**src/rtl/div_pkg.sv**
```systemverilog
// Shared definitions for the multi-cycle signed divider: FSM encoding, default sizing and latency.
package div_pkg;

    localparam int unsigned DEFAULT_WIDTH = 32;
    localparam int unsigned DEFAULT_CNT_W = 6;
    // Start edge to the edge that raises data_resultRDY for a non-zero divisor.
    localparam int unsigned DIV_LATENCY   = DEFAULT_WIDTH + 2;

    typedef enum logic [1:0] {
        StIdle,
        StRun,
        StFix,
        StDone
    } div_state_e;

endpackage

```
**src/rtl/div_step.sv**
```systemverilog
// One non-restoring iteration: shift the partial remainder, then add or subtract the divisor
// depending on the sign of the previous partial remainder.
module div_step
    import div_pkg::*;
#(
    parameter int unsigned WIDTH = DEFAULT_WIDTH
) (
    input  logic [WIDTH:0]   r_in,
    input  logic             q_msb,
    input  logic [WIDTH-1:0] divisor,
    output logic [WIDTH:0]   r_out,
    output logic             q_bit
);

    logic [WIDTH:0] r_sh;
    logic [WIDTH:0] d_ext;

    always_comb begin
        r_sh  = {r_in[WIDTH-1:0], q_msb};
        d_ext = {1'b0, divisor};
        r_out = r_in[WIDTH] ? (r_sh + d_ext) : (r_sh - d_ext);
        q_bit = ~r_out[WIDTH];
    end

endmodule

```
**src/rtl/div_32.sv**
```systemverilog
// Multi-cycle signed divider, one quotient bit per clock (non-restoring).
// Optional remainder output enabled by `define DIV_REMAINDER_EN.
module div_32
    import div_pkg::*;
#(
    parameter int unsigned WIDTH = DEFAULT_WIDTH,
    parameter int unsigned CNT_W = DEFAULT_CNT_W
) (
    input  logic             clock,
    input  logic             reset,
    input  logic             ctrl_DIV,
    input  logic [WIDTH-1:0] data_operandA,
    input  logic [WIDTH-1:0] data_operandB,
    output logic [WIDTH-1:0] data_result,
    output logic             data_exception,
    output logic             data_resultRDY,
    output logic             busy
`ifdef DIV_REMAINDER_EN
    ,
    output logic [WIDTH-1:0] data_remainder
`endif
);

    div_state_e       state_q;
    logic [CNT_W-1:0] cnt_q;
    logic [WIDTH:0]   r_q;
    logic [WIDTH-1:0] q_q;
    logic [WIDTH-1:0] dvsr_q;
    logic             quot_neg_q;
    logic             zero_q;

    logic [WIDTH-1:0] a_mag;
    logic [WIDTH-1:0] b_mag;
    logic             b_zero;
    logic [WIDTH:0]   r_step;
    logic             q_bit;

    // |-2^WIDTH-1| wraps to itself, which is the correct unsigned magnitude.
    assign a_mag  = data_operandA[WIDTH-1] ? (~data_operandA + 1'b1) : data_operandA;
    assign b_mag  = data_operandB[WIDTH-1] ? (~data_operandB + 1'b1) : data_operandB;
    assign b_zero = (data_operandB == '0);

`ifdef DIV_REMAINDER_EN
    logic           rem_neg_q;
    logic [WIDTH:0] r_fix;

    assign r_fix = r_q[WIDTH] ? (r_q + {1'b0, dvsr_q}) : r_q;
`endif

    div_step #(
        .WIDTH(WIDTH)
    ) u_step (
        .r_in   (r_q),
        .q_msb  (q_q[WIDTH-1]),
        .divisor(dvsr_q),
        .r_out  (r_step),
        .q_bit  (q_bit)
    );

    always_ff @(posedge clock or posedge reset) begin
        if (reset) begin
            state_q        <= StIdle;
            cnt_q          <= '0;
            r_q            <= '0;
            q_q            <= '0;
            dvsr_q         <= '0;
            quot_neg_q     <= 1'b0;
            zero_q         <= 1'b0;
            data_result    <= '0;
            data_exception <= 1'b0;
            data_resultRDY <= 1'b0;
            busy           <= 1'b0;
`ifdef DIV_REMAINDER_EN
            rem_neg_q      <= 1'b0;
            data_remainder <= '0;
`endif
        end else begin
            data_resultRDY <= 1'b0;
            unique case (state_q)
                // busy stays high through the RDY cycle, which is spent in StIdle.
                StIdle: busy <= 1'b0;
                StRun: begin
                    r_q   <= r_step;
                    q_q   <= {q_q[WIDTH-2:0], q_bit};
                    cnt_q <= cnt_q + 1'b1;
                    if (cnt_q == CNT_W'(WIDTH - 1)) begin
                        state_q <= StFix;
                    end
                end
                StFix: begin
                    q_q     <= quot_neg_q ? (~q_q + 1'b1) : q_q;
`ifdef DIV_REMAINDER_EN
                    r_q     <= rem_neg_q ? (~r_fix + 1'b1) : r_fix;
`endif
                    state_q <= StDone;
                end
                StDone: begin
                    data_result    <= q_q;
                    data_exception <= zero_q;
                    data_resultRDY <= 1'b1;
`ifdef DIV_REMAINDER_EN
                    data_remainder <= r_q[WIDTH-1:0];
`endif
                    state_q        <= StIdle;
                end
                default: state_q <= StIdle;
            endcase

            // A start in any state restarts; outputs of a completing op are already committed above.
            if (ctrl_DIV) begin
                cnt_q      <= '0;
                r_q        <= '0;
                q_q        <= b_zero ? '0 : a_mag;
                dvsr_q     <= b_mag;
                quot_neg_q <= data_operandA[WIDTH-1] ^ data_operandB[WIDTH-1];
                zero_q     <= b_zero;
                busy       <= 1'b1;
                state_q    <= b_zero ? StDone : StRun;
`ifdef DIV_REMAINDER_EN
                rem_neg_q  <= data_operandA[WIDTH-1];
`endif
            end
        end
    end

endmodule

```
**config.mk**
```make
export PLATFORM = sky130hd
export DESIGN_NAME = div_32
export DESIGN_NICKNAME = d
export VERILOG_FILES = /design/src/rtl/div_pkg.sv /design/src/rtl/div_step.sv /design/src/rtl/div_32.sv
export SDC_FILE = /design/constraint.sdc
export NUM_CORES = 1
export LEC_CHECK = 0
export ABC_CLOCK_PERIOD_IN_PS = 8000
export CAP_MARGIN = 30
export CORE_UTILIZATION = 55
export CTS_CLUSTER_DIAMETER = 120
export DETAILED_ROUTE_END_ITERATION = 8
export PLACE_DENSITY_LB_ADDON = 0.15
export SYNTH_ARGS = -nofsm -noshare
export SYNTH_HDL_FRONTEND = slang
export SYNTH_SLANG_ARGS = --single-unit
```
**constraint.sdc**
```tcl
create_clock -name clock -period 8 [get_ports clock]
set_clock_uncertainty 0.1 [all_clocks]
set_input_delay 0.8 -clock clock [delete_from_list [all_inputs] [get_ports clock]]
set_output_delay 0.8 -clock clock [all_outputs]
set_load 0.02 [all_outputs]
```
==> qor.yml, run 1 <==
status:
  run_status: "complete, but fails checks"
  violations: "design-rule violations"
die:
  design.portCount: 102
  die_y_um: 139.2
  die-area_um2: 19370
  initial_core_util_pct: 56.83
  rows: 49
  core_um2: 18210
  die_w_um: 139.2
timing:
  hold_viol: 0
  fin_ws_ns: 3.351
  drv_slew: 0
  fin_crit_ns: 4.649
  rsz0062_at_grt: "false"
  max_freq_ghz: 0.2151
  min_period_over_period_pct: 58.11
  max_slew_margin_pct: 37.46
  tns_ns: 0
  setup_viol: 0
  whs_ns: 0.3806
  tightest_slew_ns: 0.9381
placement:
  post-place-ws_ns: 3.486
  dp_hpwl_mm: 18.15
  port_buffers: 101
  numPlacedInstances: 1470
  gp_congestion: 0.9095
detailed_routing:
  drt_wl_total_mm: 25.54
  viasPerCell: 6.160
  antenna_left: 0
  wire_per_inst_um: 16.98
  drcViolationCount: 6
  drtPass1Iterations: 7
  drt_iter0_markers: 878
  via_count: 9265
synthesis:
  synth_area_leaders: "dfrtp_1 (34%), xor2_1 (7.2%), a21oi_1 (5.6%)"
  synthTopCellsByCount: "dfrtp_1 (142), nand2_1 (125), a21oi_1 (115), nor2_1 (104), xor2_1 (85)"
  synth_top_area_share_pct: 34.34
  ys_warn_count: 0
  synth_largest_area_cell: "dfrtp_1"
  synth_compound_area_share_pct: 22.96
  synth_edf_count: 0
  synth_seq_cells: 142
  async_reset_ff_share_pct: 100.0
  ys_types: 81
  syn-mean-instance-area_um2: 8.588
  synthMuxAreaShare_pct: 4.038
  yosysSeqAreaShare_pct: 34.34
  postSynthCellCount: 1205
  synth_fa_ha_area_share_pct: 4.667
  synth_xor_area_share_pct: 9.987
  netlist_area_um2: 10350
  yosysMostFrequentCell: "dfrtp_1"
  ys.flop_type: "dfrtp_1"
  synth_fp_nets: 1310
  synth_top_family_by_area: "compound AO/OA/AOI/OAI gates"
  synthSimpleGateAreaFrac_pct: 19.66
final_layout:
  fillCellCount: 1505
  synthToLayoutAreaGrowth_pct: 15.77
  final_core_util_pct: 65.79
  drive_gt1_share_pct: 7.843
  final_cells: 1504
  layout.nets: 1367
  diodes: 0
setup_path:
  start_kind: "register"
  worst_r2r_endpoint: "r_q[31]"
  cp_cell_sequence: "or4_1, or3_1, nor2_1, a21oi_1, nor2_1, o21ai_0, xor2_1, ha_1, a21oi_1, o21ai_0, a221oi_1, o31ai_1, a21oi_1, o21ai_0, a211o_1, o211ai_1"
  crit_cells: 16
  crit_path_end_kind: "register"
  cp_slowest_cell: "or4_1"
  path_delay_family: "compound AO/OA/AOI/OAI gates"
  rr_startpoint: "dvsr_q[6]"
  critPathKind: "reg2reg"
  critPathBufInv: 0
  cp.required_ns: 8.24
  critPathMaxFanout: 7
  cp-startpoint: "dvsr_q[6]"
  reg2reg_depth: 16
  max_stage_delay_ns: 0.59
  r2r_slack_ns: 3.35
  arrival_ns: 4.89
global_route:
  track_usage_pct: 27.32
  grt_pass1_vias: 8608
  grt_max_degree: 86
  grt_overflow: 0
  antenna_found_initial: 0
  grt_pass1_wl_mm: 43.15
power:
  peakVddDrop_mv: 0.1845
  p_leak_nw: 4.932
  p_per_area_nw_per_um2: 297.5
clocking:
  cts_root_buf: "clkbuf_16"
  clk_pin_slew_ns: 0.06
  clock-sinks: 142
  cts_buffers: 17
  cts_buffer_depth: 2
  hold_buffers: 0
  ctsResizeCount: 0
  htreeDepth: 4
  cts_tree: "built"
  post-cts-setup-buffers: 0
  insertion_delay_ns: 0.42
min_path:
  hp-class: "reg2reg"
  min_to: "data_result[1]"
  hold_depth: 2
  hold_start: "data_result[1]"
flow_run:
  drv_cap: 0
-- metal layers --
| metal | up-vias | global-route usage (%) | share of wire, % |
|---|---|---|---|
| li1 | 4512 | - | - |
| met1 | 4430 | 40.82 | 50 |
| met2 | 297 | 41.39 | 44 |
| met3 | 26 | 3.902 | 5.3 |
| met4 | 0 | 6.901 | 1.0 |
| met5 | - | 0 | 0 |
-- cells in the final DEF (no fill, tap or decap), drive strengths merged, types with 19 or more instances in the layout --
| master | Yosys | layout |
|---|---|---|
| dfrtp | 142 | 142 |
| nand2 | 125 | 125 |
| a21oi | 115 | 115 |
| nor2 | 104 | 104 |
| clkdlybuf4s50 | 0 | 100 |
| xor2 | 85 | 85 |
| o21ai | 64 | 64 |
| ha | 37 | 37 |
| nor3 | 34 | 34 |
| xnor2 | 33 | 33 |
| mux2 | 30 | 30 |
| inv | 24 | 30 |
| o31ai | 22 | 22 |
| o21a | 21 | 21 |
| o221ai | 19 | 19 |
| nand2b | 19 | 19 |
-- state kept, by name, summed over array words and instances (netlist names) --
register	count
zero_q	1
q_q	32
dvsr_q	32
state_q	2
busy	1
data_result	32
r_q	33
quot_neg_q	1
data_exception	1
cnt_q	6
data_resultRDY	1
-- through the flow --
| step | power (mW) | instance area, um^2 |
|---|---|---|
| after floorplan | 2.324 | 10350 |
| after global placement | 2.765 | 11370 |
| after detailed placement | 2.783 | 11370 |
| after CTS | 3.557 | 11930 |
| after global routing | 3.822 | 11980 |
| final | 3.564 | 11980 |
-- final cells by class --
class	count	area [um^2]	area share [%]
repair buffers	113	1136	9.483
clock buffers	17	425.4	3.551
well taps	229	286.5	2.392
clock inverters	15	133.9	1.117
inverters	24	95.09	0.7937
multi-input cells	964	6350	53.00
flip-flops and latches	142	3553	29.66
-- worst reg2reg max path: stages (launching register included) --
cell,delay [ns]
dfrtp_1,0.44
or4_1,0.59
or3_1,0.43
nor2_1,0.26
a21oi_1,0.16
nor2_1,0.24
o21ai_0,0.14
xor2_1,0.23
ha_1,0.36
a21oi_1,0.29
o21ai_0,0.15
a221oi_1,0.30
o31ai_1,0.11
a21oi_1,0.19
o21ai_0,0.16
a211o_1,0.31
o211ai_1,0.08
-- power by group --
| part | leakage (nW) | switching (mW) | internal, mW |
|---|---|---|---|
| sequential | 1.72 | 0.160 | 0.884 |
| clock | 0.265 | 0.346 | 0.407 |
| combinational | 2.95 | 0.991 | 0.776 |
-- cells by family after synthesis --
| kind of cell | Yosys count |
|---|---|
| DFF | 142 |
| and+or+nand+nor | 406 |
| AOI/OAI and AO/OA | 364 |
| buffers and inverters | 99 |
| xor gates and xnor gates | 118 |
| muxes | 38 |
| adders and majority gates | 38 |
-- worst max path at each step --
stage          slack [ns]  endpoint
2_1_floorplan        3.29      busy
3_3_place_gp         3.57   r_q[31]
3_5_place_dp         3.49   r_q[31]
4_1_cts              3.45   r_q[31]
5_1_grt              3.10   r_q[31]
6_report             3.35   r_q[31]
Power figures use the tool's default switching activity.
==> run 2: changes to the inputs <==
- ABC_CLOCK_PERIOD_IN_PS: 8000 -> 4700
- clock period: 8 -> 4.7 ns (I/O delays scaled with it)
==> run 2 against run 1 <==
  * The flow still finishes with violations (design-rule violations)
  * Sequential share of layout area shrank 0.18 points
  * Total power increased by 74%
  * Sequential power grew 73%
  * Hold slack about the same
  * Count of clock-buffer cells in the layout rose by 1
  * Register-to-register slack worse by 3.1 ns
  * Wire length rose by 3.1%
  * Die area did not move
  * Non-clock buffer count is 6 higher
  * Setup slack got worse by 3.1 ns
  * Cell area grew 0.62%
  * Critical path type unchanged
==> qor.yml, run 2 (synthesized netlist as in run 1, its figures left out) <==
status:
  run_status: "complete, but fails checks"
  violations: "design-rule violations"
global_route:
  grt_overflow: 0
  grt_pass1_wl_mm: 44.15
  track_usage_pct: 28.27
  grt_pass1_vias: 8594
  antenna_found_initial: 0
  grt_max_degree: 82
detailed_routing:
  wire_per_inst_um: 17.44
  met3WireLength_mm: 1.486
  drt_iter0_markers: 980
  drtPass1Iterations: 8
  dr_wl_met2_mm: 11.55
  viasPerCell: 6.117
  via_count: 9236
  antenna_left: 0
  met1Wirelength_mm: 13.01
  highest_layer: "met4"
  drt_wl_total_mm: 26.33
  drcViolationCount: 6
final_layout:
  final_core_util_pct: 66.20
  layout_commonest_cell: "dfrtp_1"
  synthToLayoutAreaGrowth_pct: 16.48
  largest_register_ff_count: 33
  drive_gt1_share_pct: 8.587
  layout.nets: 1373
  top_register: "r_q"
  diodes: 0
  layout_common_cells: "dfrtp_1 (142), nand2_1 (125), a21oi_1 (114)"
timing:
  min_period_over_period_pct: 93.62
  max_freq_ghz: 0.2273
  drv_slew: 0
  whs_ns: 0.3806
  setup_viol: 0
  tns_ns: 0
  rsz0062_at_grt: "false"
  fin_crit_ns: 4.400
  fin_ws_ns: 0.2999
  max_slew_margin_pct: 37.89
  hold_viol: 0
  tightest_slew_ns: 0.9316
setup_path:
  start_kind: "register"
  cp.required_ns: 4.92
  arrival_ns: 4.62
  critPathMaxFanout: 7
  crit_path_end_kind: "register"
  critPathKind: "reg2reg"
clocking:
  cts_root_buf: "clkbuf_16"
  post-cts-setup-buffers: 0
  cts_buffers: 17
  htreeDepth: 4
  cts_buffer_depth: 2
  clk_pin_slew_ns: 0.07
  insertion_delay_ns: 0.43
  clock-sinks: 142
  cts_tree: "built"
power:
  intPower_mw: 3.609
  switching_share_pct: 41.86
  fin_total_pwr_mw: 6.208
  peakVddDrop_mv: 0.3343
  p_leak_nw: 4.992
  sequentialPowerShare_pct: 29.0
  combPwrFrac_pct: 49.2
  p_per_area_nw_per_um2: 515.0
  p_clk_share_pct: 21.8
  p_sw_mw: 2.599
die:
  die-area_um2: 19370
  initial_core_util_pct: 56.83
  die_y_um: 139.2
  rows: 49
  design.portCount: 102
  core_um2: 18210
  die_w_um: 139.2
min_path:
  hp-class: "reg2reg"
flow_run:
  drv_cap: 0
placement:
  port_buffers: 101
  post-place-ws_ns: 0.1982
  gp_congestion: 0.8959
  dp_hpwl_mm: 18.69
[run 2: changes by cell type in the layout (fill, tap and decap cells not counted), moves of 2 or more]
cell	before	now
nor2_2	0	2
clkinv_2	2	0
buf_4	11	18
inv_6	4	6
clkinv_4	2	4
nor2_1	104	102
clkinvlp_4	4	2
[run 2: per-layer routing]
layer	track usage (%)	up-vias
li1	-	4516
met1	42.33	4431
met2	42.16	267
met3	4.627	22
met4	7.310	0
met5	0	-
[run 2: power by group through the flow]
| stage | Combinational [mW] | Clock, mW | Sequential (mW) |
|---|---|---|---|
| after floorplan | 2.16 | 0 | 1.80 |
| after global placement | 2.97 | 0 | 1.80 |
| after detailed placement | 2.99 | 0 | 1.81 |
| after CTS | 3.01 | 1.37 | 1.79 |
| after global routing | 3.38 | 1.43 | 1.84 |
| final | 3.05 | 1.36 | 1.80 |
[run 2: critical path, cell delays in order (launching register included)]
cell	delay, ns
dfrtp_1	0.43
or3_1	0.42
nor3_1	0.23
nand2b_1	0.22
nor2_1	0.13
nor2_1	0.05
xor2_1	0.26
ha_1	0.33
and3_1	0.21
and2_1	0.17
and3_1	0.19
o21ai_0	0.44
a2111oi_0	0.27
o211a_1	0.28
or3_1	0.30
a32o_1	0.25
[run 2: through the flow]
| stage | std cells | instance area (um^2) |
|---|---|---|
| 5_1_grt | 1510 | 12050 |
| 2_1_floorplan | 1205 | 10350 |
| 3_3_place_gp | 1477 | 11420 |
| 6_report | 1510 | 12050 |
| 4_1_cts | 1509 | 12010 |
| 3_5_place_dp | 1477 | 11420 |
[run 2: worst paths after layout]
check / from / to / slack (ns) / cells after the start
worst max-delay path: dvsr_q[2] / r_q[25] / 0.30 / 15
min in group asynchronous: reset / r_q[5] / 0.44 / 2
worst max register to register: dvsr_q[2] / r_q[25] / 0.30 / 15
max in group asynchronous: reset / data_result[13] / 3.16 / 3
worst min register to register: data_result[0] / data_result[0] / 0.38 / 2
worst min-delay path: data_result[0] / data_result[0] / 0.38 / 2
[run 2: cell type report]
type	count	area (um^2)
clock inverters	14	146.4
well taps	229	286.5
inverters	24	95.09
clock buffers	18	439.2
flip-flops and latches	142	3553
repair buffers	119	1161
fillers	1547	6155
multi-input cells	964	6372
[run 2: repair_timing]
action                     in CTS  in global routing
setup endpoints to repair       0                  3
hold buffers                    0                  0
gates resized for setup         0                  5
